**src/rtl/pipe_pkg.sv**
```systemverilog
// Shared definitions for the pipeline skid stage: state encoding and default widths.
package pipe_pkg;

    localparam int unsigned DefDataW = 32;
    localparam int unsigned DefCntW  = 16;

    // Encoding matches the held-entry count so occupancy is the state itself.
    typedef enum logic [1:0] {
        StEmpty = 2'd0,
        StOne   = 2'd1,
        StFull  = 2'd2
    } stage_state_e;

    function automatic logic [1:0] occ_of(stage_state_e s);
        return 2'(s);
    endfunction

endpackage

```
**src/rtl/pipe_skid_stage.sv**
```systemverilog
// Two-entry skid buffer between pipeline stages. in_ready is registered so the
// downstream stall never ripples combinationally into the upstream stage.
module pipe_skid_stage
    import pipe_pkg::*;
#(
    parameter int unsigned       DATA_W = DefDataW,
    parameter logic [DATA_W-1:0] BUBBLE = '0,
    parameter int unsigned       CNT_W  = DefCntW
) (
    input  logic              clk,
    input  logic              rst_n,
    input  logic              flush,
    input  logic              in_valid,
    output logic              in_ready,
    input  logic [DATA_W-1:0] in_data,
    output logic              out_valid,
    input  logic              out_ready,
    output logic [DATA_W-1:0] out_data,
    output logic [1:0]        occupancy,
    output logic [CNT_W-1:0]  xfer_cnt
);

    stage_state_e      state_q, state_d;
    logic [DATA_W-1:0] main_q, skid_q;
    logic              in_ready_q;
    logic [CNT_W-1:0]  cnt_q;
    logic              accept, emit;

    assign accept = in_valid && in_ready_q;
    assign emit   = (state_q != StEmpty) && out_ready;

    // Next-state decode; flush overrides any handshake on the same edge.
    always_comb begin
        state_d = state_q;
        if (flush) begin
            state_d = StEmpty;
        end else begin
            case (state_q)
                StEmpty: if (accept) state_d = StOne;
                StOne: begin
                    if (accept && !emit)      state_d = StFull;
                    else if (!accept && emit) state_d = StEmpty;
                end
                StFull:  if (emit) state_d = StOne;
                default: state_d = StEmpty;
            endcase
        end
    end

    // State, payload registers, registered ready and transfer counter.
    always_ff @(posedge clk or negedge rst_n) begin
        if (!rst_n) begin
            state_q    <= StEmpty;
            main_q     <= BUBBLE;
            skid_q     <= BUBBLE;
            in_ready_q <= 1'b0;
            cnt_q      <= '0;
        end else begin
            state_q    <= state_d;
            in_ready_q <= (state_d != StFull);
            if (flush) begin
                main_q <= BUBBLE;
                skid_q <= BUBBLE;
            end else begin
                case (state_q)
                    StEmpty: if (accept) main_q <= in_data;
                    StOne: begin
                        if (accept && !emit) begin
                            skid_q <= in_data;
                        end else if (!accept && emit) begin
                            main_q <= BUBBLE;
                        end else if (accept && emit) begin
                            main_q <= in_data;
                        end
                    end
                    StFull: begin
                        if (emit) begin
                            main_q <= skid_q;
                            skid_q <= BUBBLE;
                        end
                    end
                    default: begin
                        main_q <= BUBBLE;
                        skid_q <= BUBBLE;
                    end
                endcase
                if (emit) cnt_q <= cnt_q + CNT_W'(1);
            end
        end
    end

    assign in_ready  = in_ready_q;
    assign out_valid = (state_q != StEmpty);
    assign out_data  = main_q;
    assign occupancy = occ_of(state_q);
    assign xfer_cnt  = cnt_q;

endmodule

```
**config.mk**
```make
export PLATFORM = sky130hd
export DESIGN_NAME = pipe_skid_stage
export DESIGN_NICKNAME = d
export VERILOG_FILES = /design/src/rtl/pipe_pkg.sv /design/src/rtl/pipe_skid_stage.sv
export SDC_FILE = /design/constraint.sdc
export NUM_CORES = 1
export LEC_CHECK = 0
export ABC_CLOCK_PERIOD_IN_PS = 2700
export CAP_MARGIN = 20
export CORE_MARGIN = 1.5
export CORE_UTILIZATION = 40
export CTS_CLUSTER_SIZE = 30
export DETAILED_ROUTE_END_ITERATION = 6
export PLACE_DENSITY_LB_ADDON = 0.08
export SYNTH_ARGS = -nofsm -noshare
export SYNTH_HDL_FRONTEND = slang
export SYNTH_SLANG_ARGS = --single-unit
```
**constraint.sdc**
```tcl
create_clock -name clk -period 2.7 [get_ports clk]
set_input_delay 0.27 -clock clk [delete_from_list [all_inputs] [get_ports clk]]
set_output_delay 0.27 -clock clk [all_outputs]
set_load 0.05 [all_outputs]
```
==> results.yml <==
status:
  status: "completed"
setup_path:
  endpoint_kind: "output pin"
  r2r_start: "occupancy[1]"
  crit_fanout: 12
  cpPeakStageDelay_ns: 0.79
  crit_arrival_ns: 1.99
  cp.required_ns: 2.43
  path_cells: "nor2_4, inv_1, clkdlybuf4s50_1"
  critPathLaunchType: "flip-flop"
  crit_type: "reg -> out"
  critPathBufInv: 2
  cp-startpoint: "occupancy[1]"
  worst_path_max_delay_cell: "clkdlybuf4s50_1"
  critical_path.top_delay_family: "buffers and inverters"
finish:
  areaGrowthSynthToFinish_pct: 32.0
  fin_util_pct: 54.9
  diodes: 0
  drive_gt1_share_pct: 9.17
  stdcell_count: 565
  fin_nets: 469
  fin_area_mm2: 0.00510
  fillers: 856
logic_synthesis:
  synth.avg_cell_area_um2: 11.3
  synth_area_mm2: 0.00386
  yosys_warnings: 0
  synth_fp_nets: 380
  seq_area_frac_synth_pct: 53.7
  async_reset_ff_share_pct: 100
  yosys_register_bits: 83
  synthFlopType: "dfrtp_1"
  synth_edf_count: 0
  synthCells: 342
  yosysUniqueCellTypes: 39
sta:
  fin_crit_ns: 2.26
  fmax_mhz: 443
  timing_hold_violations_final: 0
  hold_ws_ns: 0.440
  tightest_slew_ns: 0.545
  slew_violations: 0
  finalSetupViolCount: 0
  final.setup.tns_ns: 0
  layout_setup_ws_ns: 0.443
  period_share_pct: 83.6
  slew_headroom_pct: 63.7
  clock_skew_ns: 0.0121
  grt_setup_unrepaired: "no"
cts:
  cts_tree: "done"
  clkTransAtPathRegs_ns: 0.08
  cts_setup_buffers: 0
  clkLatencyLatePin_ns: 0.35
  cts_htree_levels: 3
  max-clock-path-buffers: 2
  cts.sinks: 83
  root_buffer: "clkbuf_8"
  cts_buffers: 9
min_path:
  holdCritPathClass: "in -> async"
drt:
  drt_iter0_markers: 120
  drcViolationCount: 0
  via_per_inst: 5.01
  vias: 2830
  drtAntennaViolNets: 0
  firstDrtPassIters: 4
  routed_wl_mm: 8.66
  drt-wirelength-per-cell_um: 15.3
place:
  placedCellCount: 548
  port_buffers: 88
  gp_congestion: 0.789
  place_ws_ns: 0.459
  post-dp-hpwl_mm: 5.72
  dpl_cell_area_mm2: 0.00490
die:
  io_pins: 89
  row_count: 35
  dieArea_mm2: 0.0103
  core_area_mm2: 0.00928
  die_h_um: 101
  fp.dieW_um: 101
  start_util_pct: 41.6
pwr:
  total_power_mw: 3.16
  leakage_nw: 2.30
  p_per_area_mw_per_mm2: 620
  ir_drop_v: 0.000563
global_routing:
  gr-usage-all-layers_pct: 18.2
  antenna_found_initial: 0
  grt_pass1_wl_mm: 14.4
  grt_remaining_overflow: 0
  grt_pass1_vias: 2883
  grt_max_degree: 43
job:
  max_cap_violations: 0
==> cell type report <==
cell class | count | area, µm² | area share (%)
clock buffers | 12 | 145 | 2.85
clock inverters | 4 | 50.0 | 0.981
inverters | 34 | 128 | 2.50
multi-input cells | 202 | 1550 | 30.4
flip-flops and latches | 83 | 2080 | 40.7
well taps | 129 | 161 | 3.16
repair buffers | 101 | 991 | 19.4
==> what timing repair did <==
| action | 4_1_cts | 5_1_grt |
|---|---|---|
| setup endpoints to repair | 0 | 0 |
| hold buffers | 1 | 0 |
| hold endpoints to repair | 40 | 0 |
| gates resized for setup | 0 | 0 |
==> worst paths after layout <==
| path | end | slack [ns] | depth (start not counted) |
|---|---|---|---|
| worst max-delay path | out_valid | 0.44 | 3 |
| worst min-delay path | out_data[22] | 0.44 | 2 |
| worst max register to register | out_data[15] | 0.79 | 6 |
| worst min register to register | xfer_cnt[15] | 0.47 | 1 |
| max in group asynchronous | skid_q[18] | 1.51 | 3 |
| min in group clk | xfer_cnt[15] | 0.47 | 1 |
==> power by group <==
part	switching (mW)	total [mW]	internal, mW
sequential	0.0921	1.44	1.35
combinational	0.513	0.838	0.326
clock	0.435	0.887	0.452
==> placed cells by master, fill, tap and decap left out, types with 3 or more instances in the layout <==
cell type | netlist | layout
a21oi_4 | 1 | 3
clkdlybuf4s50_1 | 0 | 87
mux2i_1 | 33 | 33
buf_4 | 7 | 12
nand2_1 | 41 | 41
dfrtp_1 | 83 | 83
xor2_1 | 5 | 5
clkbuf_8 | 0 | 10
nand4_1 | 4 | 4
a22o_1 | 64 | 64
nand3_1 | 9 | 9
nor2_1 | 5 | 5
xnor2_1 | 10 | 10
inv_1 | 34 | 34
==> registers in the layout, summed over array words and instances (netlist names) <==
name and flops:
out_data 32, skid_q 32, xfer_cnt 16, occupancy 2, in_ready 1
==> worst register-to-register path, cell delays in order, from the launching register on <==
cell	delay, ns
dfrtp_1	0.64
nor2b_2	0.24
buf_4	0.24
o21ai_1	0.14
a21oi_4	0.17
buf_4	0.26
a22o_1	0.17
==> cell families after synthesis <==
family                   count (synthesis)  share of synthesized area (%)
multiplexers                            34                           8.84
XOR/XNOR                                15                           3.40
buffers and inverters                   57                           7.09
flip-flops                              83                           53.7
adder cells (fa/ha/maj)                  1                          0.324
AND/OR/NAND/NOR                         77                           9.84
AO/OA/AOI/OAI                           75                           16.8
==> cell usage after synthesis, types with 4 or more instances <==
master   instances  area share (%)
dfrtp_1         83              54
a22o_1          64              15
nand2_1         41             4.0
inv_1           34             3.3
mux2i_1         33             8.5
xnor2_1         10             2.3
buf_2            9             1.2
nand3_1          9             1.2
buf_4            7             1.4
nor2_1           5            0.49
xor2_1           5             1.1
nand4_1          4            0.65
nor2b_1          4            0.65
==> layer usage <==
layer  vias to the layer above  part of all wire, %  global-route usage, %
li1                       1366                    -                      -
met1                      1391                   47                   23.4
met2                        69                   48                   30.4
met3                         4                  4.4                   5.24
met4                         0                 0.84                   4.49
met5                         -                    0                      0
Power figures use the tool's default switching activity.
